File: src/rtl/gs_pkg.sv
// Shared encodings for the Gaussian-filter read-address sequencer.
package gs_pkg;

  localparam logic [1:0] BM_MIRROR = 2'd0;
  localparam logic [1:0] BM_REPL   = 2'd1;
  localparam logic [1:0] BM_ZERO   = 2'd2;

  localparam logic SEL_RAM0 = 1'b0;
  localparam logic SEL_RAM1 = 1'b1;

  typedef enum logic [1:0] {
    ST_IDLE  = 2'd0,
    ST_PASS0 = 2'd1,
    ST_PASS1 = 2'd2,
    ST_FIN   = 2'd3
  } state_e;

endpackage

File: src/rtl/gs_border_map.sv
// Maps a signed line index (-R..N-1+R) onto an in-range pixel index under the
// selected border policy; purely combinational.
module gs_border_map
  import gs_pkg::*;
#(
  parameter int unsigned IDX_W    = 10,
  parameter int unsigned LEN_LOG2 = 8
) (
  input  logic signed [IDX_W-1:0]    idx_i,
  input  logic signed [IDX_W-1:0]    last_i,
  input  logic        [1:0]          mode_i,
  output logic        [LEN_LOG2-1:0] map_c,
  output logic                       pad_c
);

  logic signed [IDX_W-1:0] mapped;
  logic                    below;
  logic                    above;
  logic                    unused_hi;

  assign below = idx_i[IDX_W-1];
  assign above = idx_i > last_i;

  always_comb begin
    mapped = idx_i;
    pad_c  = 1'b0;
    if (below) begin
      unique case (mode_i)
        BM_MIRROR: mapped = -idx_i;
        BM_ZERO: begin
          mapped = '0;
          pad_c  = 1'b1;
        end
        BM_REPL:   mapped = '0;
        default:   mapped = '0;
      endcase
    end else if (above) begin
      unique case (mode_i)
        BM_MIRROR: mapped = (last_i <<< 1) - idx_i;
        BM_ZERO: begin
          mapped = '0;
          pad_c  = 1'b1;
        end
        BM_REPL:   mapped = last_i;
        default:   mapped = last_i;
      endcase
    end
  end

  assign map_c     = mapped[LEN_LOG2-1:0];
  assign unused_hi = ^mapped[IDX_W-1:LEN_LOG2];

endmodule

File: src/rtl/gs_rd_addr_gen.sv
// Read-address sequencer: row-major pass over RAM0 then column-major pass over
// RAM1, each line extended by RADIUS taps per side, on a ready/valid stream.
module gs_rd_addr_gen
  import gs_pkg::*;
#(
  parameter int unsigned IMG_W_LOG2 = 8,
  parameter int unsigned IMG_H_LOG2 = 8,
  parameter int unsigned RADIUS     = 2,
  parameter int unsigned ADDR_W     = IMG_W_LOG2 + IMG_H_LOG2
) (
  input  logic              clk,
  input  logic              rst_n,
  input  logic              start,
  input  logic              abort,
  input  logic [1:0]        pass_en,
  input  logic [1:0]        border_mode,
  output logic              rd_valid,
  input  logic              rd_ready,
  output logic              rd_sel,
  output logic [ADDR_W-1:0] rd_addr,
  output logic              rd_pad,
  output logic              rd_sol,
  output logic              rd_eol,
  output logic              busy,
  output logic              done
);

  localparam int unsigned OW = (IMG_W_LOG2 > IMG_H_LOG2) ? IMG_W_LOG2 : IMG_H_LOG2;
  localparam int unsigned IW = OW + 2;

  localparam logic signed [IW-1:0] I_FIRST = IW'(0) - IW'(RADIUS);
  localparam logic signed [IW-1:0] W_M1    = IW'((1 << IMG_W_LOG2) - 1);
  localparam logic signed [IW-1:0] H_M1    = IW'((1 << IMG_H_LOG2) - 1);
  localparam logic signed [IW-1:0] W_LAST  = W_M1 + IW'(RADIUS);
  localparam logic signed [IW-1:0] H_LAST  = H_M1 + IW'(RADIUS);
  localparam logic        [OW-1:0] O_W_M1  = OW'((1 << IMG_W_LOG2) - 1);
  localparam logic        [OW-1:0] O_H_M1  = OW'((1 << IMG_H_LOG2) - 1);

  state_e                  state_q, state_d;
  logic        [OW-1:0]    o_q, o_d;
  logic signed [IW-1:0]    i_q, i_d;
  logic        [1:0]       pe_q, pe_d;
  logic        [1:0]       bm_q, bm_d;
  logic                    valid_q, valid_d;
  logic                    sel_q, sel_d;
  logic        [ADDR_W-1:0] addr_q, addr_d;
  logic                    pad_q, pad_d;
  logic                    sol_q, sol_d;
  logic                    eol_q, eol_d;
  logic                    busy_q, busy_d;
  logic                    done_q, done_d;

  logic                    cur_p1, nxt_p1, line_end, outer_end;
  logic        [OW-1:0]    map_c;
  logic                    pad_c;

  // Next-state: counters move only on a handshake; abort overrides everything.
  always_comb begin
    state_d = state_q;
    o_d     = o_q;
    i_d     = i_q;
    pe_d    = pe_q;
    bm_d    = bm_q;
    valid_d = valid_q;
    done_d  = 1'b0;

    cur_p1    = (state_q == ST_PASS1);
    line_end  = (i_q == (cur_p1 ? H_LAST : W_LAST));
    outer_end = (o_q == (cur_p1 ? O_W_M1 : O_H_M1));

    unique case (state_q)
      ST_IDLE: begin
        if (start && !abort) begin
          pe_d = pass_en;
          bm_d = border_mode;
          o_d  = '0;
          i_d  = I_FIRST;
          if (pass_en == 2'b00) begin
            state_d = ST_FIN;
            done_d  = 1'b1;
          end else begin
            state_d = pass_en[0] ? ST_PASS0 : ST_PASS1;
            valid_d = 1'b1;
          end
        end
      end
      ST_PASS0, ST_PASS1: begin
        if (abort) begin
          state_d = ST_IDLE;
          valid_d = 1'b0;
          o_d     = '0;
          i_d     = '0;
        end else if (!valid_q) begin
          // inter-pass bubble: counters already sit at the first pass-1 beat
          valid_d = 1'b1;
        end else if (rd_ready) begin
          if (!line_end) begin
            i_d = i_q + IW'(1);
          end else begin
            i_d = I_FIRST;
            if (!outer_end) begin
              o_d = o_q + OW'(1);
            end else begin
              o_d     = '0;
              valid_d = 1'b0;
              if (state_q == ST_PASS0 && pe_q[1]) begin
                state_d = ST_PASS1;
              end else begin
                state_d = ST_FIN;
                i_d     = '0;
                done_d  = 1'b1;
              end
            end
          end
        end
      end
      ST_FIN:  state_d = ST_IDLE;
      default: state_d = ST_IDLE;
    endcase
  end

  assign nxt_p1 = (state_d == ST_PASS1);

  gs_border_map #(
    .IDX_W   (IW),
    .LEN_LOG2(OW)
  ) u_map (
    .idx_i (i_d),
    .last_i(nxt_p1 ? H_M1 : W_M1),
    .mode_i(bm_d),
    .map_c (map_c),
    .pad_c (pad_c)
  );

  // Output beat for the next cycle, built from the next counter values.
  always_comb begin
    sel_d  = nxt_p1 ? SEL_RAM1 : SEL_RAM0;
    busy_d = (state_d != ST_IDLE);
    addr_d = '0;
    pad_d  = 1'b0;
    sol_d  = 1'b0;
    eol_d  = 1'b0;
    if (valid_d) begin
      addr_d = nxt_p1 ? {map_c[IMG_H_LOG2-1:0], o_d[IMG_W_LOG2-1:0]}
                      : {o_d[IMG_H_LOG2-1:0], map_c[IMG_W_LOG2-1:0]};
      pad_d  = pad_c;
      sol_d  = (i_d == I_FIRST);
      eol_d  = (i_d == (nxt_p1 ? H_LAST : W_LAST));
    end
  end

  always_ff @(posedge clk or negedge rst_n) begin
    if (!rst_n) begin
      state_q <= ST_IDLE;
      o_q     <= '0;
      i_q     <= '0;
      pe_q    <= '0;
      bm_q    <= '0;
      valid_q <= 1'b0;
      sel_q   <= 1'b0;
      addr_q  <= '0;
      pad_q   <= 1'b0;
      sol_q   <= 1'b0;
      eol_q   <= 1'b0;
      busy_q  <= 1'b0;
      done_q  <= 1'b0;
    end else begin
      state_q <= state_d;
      o_q     <= o_d;
      i_q     <= i_d;
      pe_q    <= pe_d;
      bm_q    <= bm_d;
      valid_q <= valid_d;
      sel_q   <= sel_d;
      addr_q  <= addr_d;
      pad_q   <= pad_d;
      sol_q   <= sol_d;
      eol_q   <= eol_d;
      busy_q  <= busy_d;
      done_q  <= done_d;
    end
  end

  assign rd_valid = valid_q;
  assign rd_sel   = sel_q;
  assign rd_addr  = addr_q;
  assign rd_pad   = pad_q;
  assign rd_sol   = sol_q;
  assign rd_eol   = eol_q;
  assign busy     = busy_q;
  assign done     = done_q;

endmodule
File: config.mk
export PLATFORM = sky130hd
export DESIGN_NAME = gs_rd_addr_gen
export DESIGN_NICKNAME = d
export VERILOG_FILES = /design/src/rtl/gs_pkg.sv /design/src/rtl/gs_border_map.sv /design/src/rtl/gs_rd_addr_gen.sv
export SDC_FILE = /design/constraint.sdc
export NUM_CORES = 1
export LEC_CHECK = 0
export ABC_AREA = 1
export CAP_MARGIN = 10
export CORE_MARGIN = 2
export CORE_UTILIZATION = 45
export CTS_BUF_LIST = sky130_fd_sc_hd__clkbuf_4
export CTS_CLUSTER_SIZE = 14
export DETAILED_ROUTE_END_ITERATION = 10
export HOLD_SLACK_MARGIN = 0.02
export PLACE_DENSITY = 0.61
export SLEW_MARGIN = 20
export SYNTH_ARGS = -nofsm -noshare
export SYNTH_HDL_FRONTEND = slang
export SYNTH_SLANG_ARGS = --single-unit
File: constraint.sdc
create_clock -name clk -period 3.55 [get_ports clk]
set_clock_uncertainty 0.15 [all_clocks]
set_input_delay 0.71 -clock clk [delete_from_list [all_inputs] [get_ports clk]]
set_output_delay 0.71 -clock clk [all_outputs]
set_load 0.02 [all_outputs]
* Word-level counts from Yosys, hierarchy flattened
Cells that the tools add are included.
** Word-level totals
- Register bits :: 47
- Output and inout port bits :: 23
- Word-level logic and storage cells :: 93
** Cells by class
- $lt $le $gt $ge :: 1
- $add $sub $neg :: 4
- Multiplexer cells :: 57
- Equal/unequal tests :: 9
- Reductions and logical operators :: 9
** Operators by type and width (count)
- 8-bit 2-to-1 mux :: 9
- 10-bit 2-to-1 mux :: 7
- 16-bit 2-to-1 mux :: 2
- 8-bit case mux with 2 select lines :: 2
- 1-bit 2-to-1 mux :: 23
- 10-bit == test (second input constant) :: 2
- 2-bit 2-to-1 mux :: 10
- 10-bit case mux with 2 select lines :: 1
- 10-bit by 2-bit adder with 10-bit output (second input constant) :: 1
- 10-bit by 2-bit == test with 1-bit output (second input constant) :: 1
- 10-bit by 9-bit > comparator with 1-bit output (second input constant) :: 1
- 8-bit by 1-bit adder with 8-bit output (second input constant) :: 1
- 2-bit == test (second input constant) :: 4
- 8-bit == test (second input constant) :: 1
- 8-bit negation :: 1
- 2-bit by 8-bit subtractor with 8-bit output (first input constant) :: 1
- 2-bit zero test :: 3
- 2-bit case mux with 3 select lines :: 1
- 1-bit case mux with 2 select lines :: 2
- 2-bit by 1-bit == test with 1-bit output (second input constant) :: 1
- 1-bit logical AND :: 2
- 2-bit AND reduction :: 1
- 2-bit nonzero test :: 1
- 2-bit OR reduction :: 1
- 1-bit zero test :: 1

* Depth between registers and ports, before layout
- Depth in word-level cells :: 15
- Gate-level depth with buffers :: 21

* Modules after synthesis
From an unflattened synthesis, not the netlist that was laid out.
** Second synthesis, totals
- Cell total of the unflattened synthesis :: 607
- Area total of the unflattened synthesis :: 3971.3 um2
** Modules (own cells, without submodules)
- gs_rd_addr_gen :: times used 1, seq. area each 1151.1 um2, area each 2847.7 um2, cells an instance 393
- gs_border_map :: times used 1, seq. area each 0.0 um2, area each 1123.6 um2, cells an instance 214

* Least setup slack after synthesis
Ideal clock, no wire load.
- Path type :: input-to-reg
- Start :: input port rd_ready
- End :: register addr_q[12] (netlist: rd_addr[12])
- Cell stages on the path :: 13
- Data arrival time :: 2.357 ns
- Required time :: 3.323 ns
- Path slack :: 0.966 ns
- Cells stage by stage :: nand2_2 > inv_1 > buf_2 > nand3_1 > a22oi_2 > inv_1 > ha_1 > nand2_1 > nor2_1 > xor2_1 > nand2_1 > nand4_1 > a21oi_1
** Between the ends
- Word-level cells in the longest chain between the ends :: 10
- Elaborated cells on any way between the ends :: 26
- Those cells by class :: add/sub (2); order compare (1); eq/ne (1); mux (22)
** RTL lines
- start, declared :: line gs_rd_addr_gen.sv:18 : input logic rd_ready,
- 10-bit 2-to-1 mux * :: line gs_rd_addr_gen.sv:96 : end else if (rd_ready) begin
- 10-bit 2-to-1 mux * :: line gs_rd_addr_gen.sv:93 : end else if (!valid_q) begin
- 10-bit 2-to-1 mux * :: line gs_rd_addr_gen.sv:88 : if (abort) begin
- 10-bit case mux with 2 select lines * :: line gs_rd_addr_gen.sv:71 : unique case (state_q)
- via i_d[0] :: line gs_rd_addr_gen.sv:41 : logic signed [IW-1:0] i_q, i_d;
- 2-bit by 8-bit subtractor with 8-bit output :: line gs_border_map.sv:39 : BM_MIRROR: mapped = (last_i <<< 1) - idx_i;
- 8-bit case mux with 2 select lines :: line gs_border_map.sv:38 : unique case (mode_i)
- 8-bit 2-to-1 mux :: line gs_border_map.sv:37 : end else if (above) begin
- 8-bit 2-to-1 mux * :: line gs_border_map.sv:27 : if (below) begin
- 16-bit 2-to-1 mux * :: line gs_rd_addr_gen.sv:144 : addr_d = nxt_p1 ? {map_c[IMG_H_LOG2-1:0], o_d[IMG_W_LOG2-1:0]}
- 16-bit 2-to-1 mux * :: line gs_rd_addr_gen.sv:143 : if (valid_d) begin
- via addr_d[12] :: line gs_rd_addr_gen.sv:46 : logic [ADDR_W-1:0] addr_q, addr_d;
- end signal, assigned :: line gs_rd_addr_gen.sv:175 : addr_q <= addr_d;
- end, declared :: line gs_rd_addr_gen.sv:46
Mark *: on every way through the listed nets, which the timed path passes. The rest lies on a longest branch.
A chain may end at the register's enable or synchronous reset.

* Final worst setup path
- Start :: register state_q[0]
- End :: register addr_q[1] (netlist: rd_addr[1])
** Between the ends
- Word-level cells in the longest chain between the ends :: 15
- Elaborated cells on any way between the ends :: 36
- Those cells by class :: add/sub (2); order compare (1); eq/ne (5); mux (24); reduce/logical (4)
** RTL lines
- start, declared :: line gs_rd_addr_gen.sv:39 : state_e state_q, state_d;
- start signal, assigned :: line gs_rd_addr_gen.sv:168 : state_q <= state_d;
- 2-bit by 1-bit == test with 1-bit output :: line gs_rd_addr_gen.sv:71, gs_rd_addr_gen.sv:106
- 1-bit logical AND :: line gs_rd_addr_gen.sv:106 : if (state_q == ST_PASS0 && pe_q[1]) begin
- 10-bit 2-to-1 mux :: line gs_rd_addr_gen.sv:106
- 10-bit 2-to-1 mux :: line gs_rd_addr_gen.sv:101 : if (!outer_end) begin
- 10-bit 2-to-1 mux :: line gs_rd_addr_gen.sv:97 : if (!line_end) begin
- 10-bit 2-to-1 mux :: line gs_rd_addr_gen.sv:96
- 10-bit 2-to-1 mux :: line gs_rd_addr_gen.sv:93
- 10-bit 2-to-1 mux :: line gs_rd_addr_gen.sv:88
- 10-bit case mux with 2 select lines * :: line gs_rd_addr_gen.sv:71
- via i_d[1] :: line gs_rd_addr_gen.sv:41
- 2-bit by 8-bit subtractor with 8-bit output :: line gs_border_map.sv:39
- 8-bit case mux with 2 select lines :: line gs_border_map.sv:38
- 8-bit 2-to-1 mux :: line gs_border_map.sv:37
- 8-bit 2-to-1 mux * :: line gs_border_map.sv:27
- 16-bit 2-to-1 mux * :: line gs_rd_addr_gen.sv:144
- 16-bit 2-to-1 mux * :: line gs_rd_addr_gen.sv:143
- via addr_d[1] :: line gs_rd_addr_gen.sv:46
Marked as above.

==> flow_summary.json <==
{
  "yosys.area.top_type": "dfrtp_1",
  "stdcell_count": 590,
  "setup_ws_ns": 0.565,
  "drtIter0Drc": 187,
  "drt_first_pass_iters": 4,
  "antenna_found_initial": 0,
  "via_per_inst": 5.13,
  "startpoint_type": "register",
  "start_util_pct": 45.7,
  "cp-startpoint": "state_q[0]",
  "synth_top_area_share_pct": 35.3,
  "crit_arrival_ns": 3.15,
  "grt_max_degree": 47,
  "fp.coreArea_um2": 7140,
  "end_kind": "register",
  "synth_cell_types": 39,
  "comb_power_share_pct": 66.9,
  "tightestPinTransition_ns": 0.722,
  "cp_data_required_time_ns": 3.71,
  "synth_ff_type": "dfrtp_1",
  "async_reset_ff_share_pct": 100,
  "path_clk_slew_ns": 0.16,
  "wl_per_cell_um": 14.7,
  "syn_inst": 454,
  "vias": 3028,
  "antenna_left": 0,
  "grt_usage_pct": 23.2,
  "dieArea_um2": 7940,
  "yosys_warnings": 0,
  "pre_cts_slack_ns": 0.220,
  "setup-tns-final_ns": 0,
  "reg2reg_from": "state_q[0]",
  "h-tree-depth": 2,
  "use_met3_pct": 3.42,
  "period_share_pct": 84.1,
  "dpl.cell_count": 582,
  "drc": 0,
  "slew_violations": 0,
  "holdWs_ns": 0.163,
  "synth-seq-cells": 46,
  "clock_power_share_pct": 8.3,
  "synth_edf_count": 0,
  "fmax_mhz": 335,
  "maxCapViolCount": 0,
  "gp_congestion": 0.894,
  "cts_sinks": 46,
  "rows": 31,
  "status": "finished clean",
  "grt_use_met2_pct": 35.2,
  "p_sw_mw": 1.84,
  "synthTopCellsByCount": "nand2_1, inv_1, dfrtp_1, nand3_1, o21ai_0",
  "ctsHoldBuffers": 0,
  "hold_viol": 0,
  "vdd_ir_drop_max_mv": 0.517,
  "path_max_fanout": 10,
  "yosys-top-cells-area": "dfrtp_1, nand2_1, inv_1",
  "cts_resized": 0,
  "critical_path_class": "reg -> reg",
  "cts_setup_buffers": 0,
  "period_minus_slack_ns": 2.99,
  "die_w_um": 89.1,
  "powerDensity_nw_per_um2": 889,
  "hold_class": "in -> async",
  "slew_headroom_pct": 51.1,
  "gr-usage-met1_pct": 35.4,
  "swShare_pct": 55.3,
  "diodes": 0,
  "clockBufferDepth": 2,
  "p_int_mw": 1.49,
  "grt-busiest-layer": "met1",
  "dp_hpwl_um": 6590,
  "die_h_um": 89.1,
  "areaGrowthSynthToFinish_pct": 15.1,
  "pwr-share-seq_pct": 24.8,
  "yosysSeqAreaShare_pct": 35.3,
  "portBuffers": 31,
  "pin_count": 32,
  "gr-total-overflow": 0,
  "nets": 510,
  "wirelength_um": 8680,
  "cts_buffers": 5,
  "cts_tree": "done",
  "setup_viol": 0,
  "p_leak_nw": 1.81,
  "clock_latency_ns": 0.37,
  "synth.most_common_cell": "nand2_1",
  "cts_root_buf": "clkbuf_4",
  "syn-num-nets": 474,
  "num-fill-cells": 732,
  "netlist_area_um2": 3260,
  "rsz0062_at_grt": "no",
  "fin_util_pct": 52.5,
  "layout-drive-gt1-share_pct": 12.4,
  "avgSynthCellArea_um2": 7.18,
  "grt_pass1_vias": 2707,
  "grt_pass1_wl_um": 14000
}
==> logic make-up (layout without fill, tap and decap cells) <==
kind of cell    count (synthesis)  after routing  share of synthesized area [%]
buf+inv                        78            115                           9.60
flops                          46             46                           35.3
mux                             2              2                          0.614
simple gates                  226            226                           33.9
fa+ha+maj                      11             11                           4.22
compound gates                 86             86                           15.0
xor+xnor                        5              5                           1.34
==> placed cells by master, fill, tap and decap left out, types with 7 or more instances in the layout <==
cell type,count
nand2_2,12
buf_4,7
nand2_1,105
a21oi_1,29
o21ai_0,35
clkdlybuf4s50_1,30
dfrtp_1,46
ha_1,11
nor2_1,33
nand3_1,40
inv_1,65
==> power groups by stage <==
| stage | logic, mW | registers [mW] | clock network (mW) |
|---|---|---|---|
| final | 2.23 | 0.827 | 0.275 |
| after global placement | 2.19 | 0.837 | 0 |
| after floorplan | 1.52 | 0.870 | 0 |
| after detailed placement | 2.20 | 0.838 | 0 |
| after CTS | 2.21 | 0.826 | 0.283 |
| after global routing | 2.50 | 0.847 | 0.306 |
==> metal layers <==
metal  wire, um  share of wire (%)  up-vias
met5          0                  0        -
met4        104                1.2        0
met3        412                4.7        7
met2       3870                 45       81
met1       4300                 50     1399
li1           -                  -     1541
==> worst paths after layout <==
path | to | slack, ns | cells past startpoint
max | rd_addr[1] | 0.56 | 14
min | done | 0.16 | 1
max reg2reg | rd_addr[1] | 0.56 | 14
min reg2reg | pe_q[1] | 0.37 | 2
max in group asynchronous | rd_eol | 2.66 | 1
min in group clk | pe_q[1] | 0.37 | 2
==> stage by stage <==
step | total power [mW] | instance area, um^2
6_report | 3.33 | 3750
5_1_grt | 3.65 | 3750
4_1_cts | 3.32 | 3750
3_5_place_dp | 3.04 | 3680
3_3_place_gp | 3.02 | 3680
2_1_floorplan | 2.39 | 3260
==> final cells by class <==
cell class,instances,area [um^2],share of cell area [%]
clock buffer,5,37.5,1.00
timing repair buffer,37,353,9.41
clock inverter,3,26.3,0.701
sequential,46,1150,30.7
tap,99,124,3.30
multi-input combinational,330,1790,47.9
inverter,70,263,7.01
==> state kept, by name (all words and copies together), names as in the netlist, 2 cells and up <==
name / cells
rd_addr: 16
i_q: 10
o_q: 8
bm_q: 2
state_q: 2
==> critical path: stages, from the launching register on <==
cell and delay, ns:
dfrtp_1 0.45, ha_1 0.38, inv_1 0.30, nand2_1 0.28
a21oi_1 0.22, nand2_2 0.09, nand2_4 0.10, inv_2 0.08
ha_1 0.27, inv_1 0.03, nor2_1 0.12, nand2_1 0.06
o21ai_0 0.07, o211ai_1 0.16, a21oi_1 0.15
(Power assumes the default switching activity.)
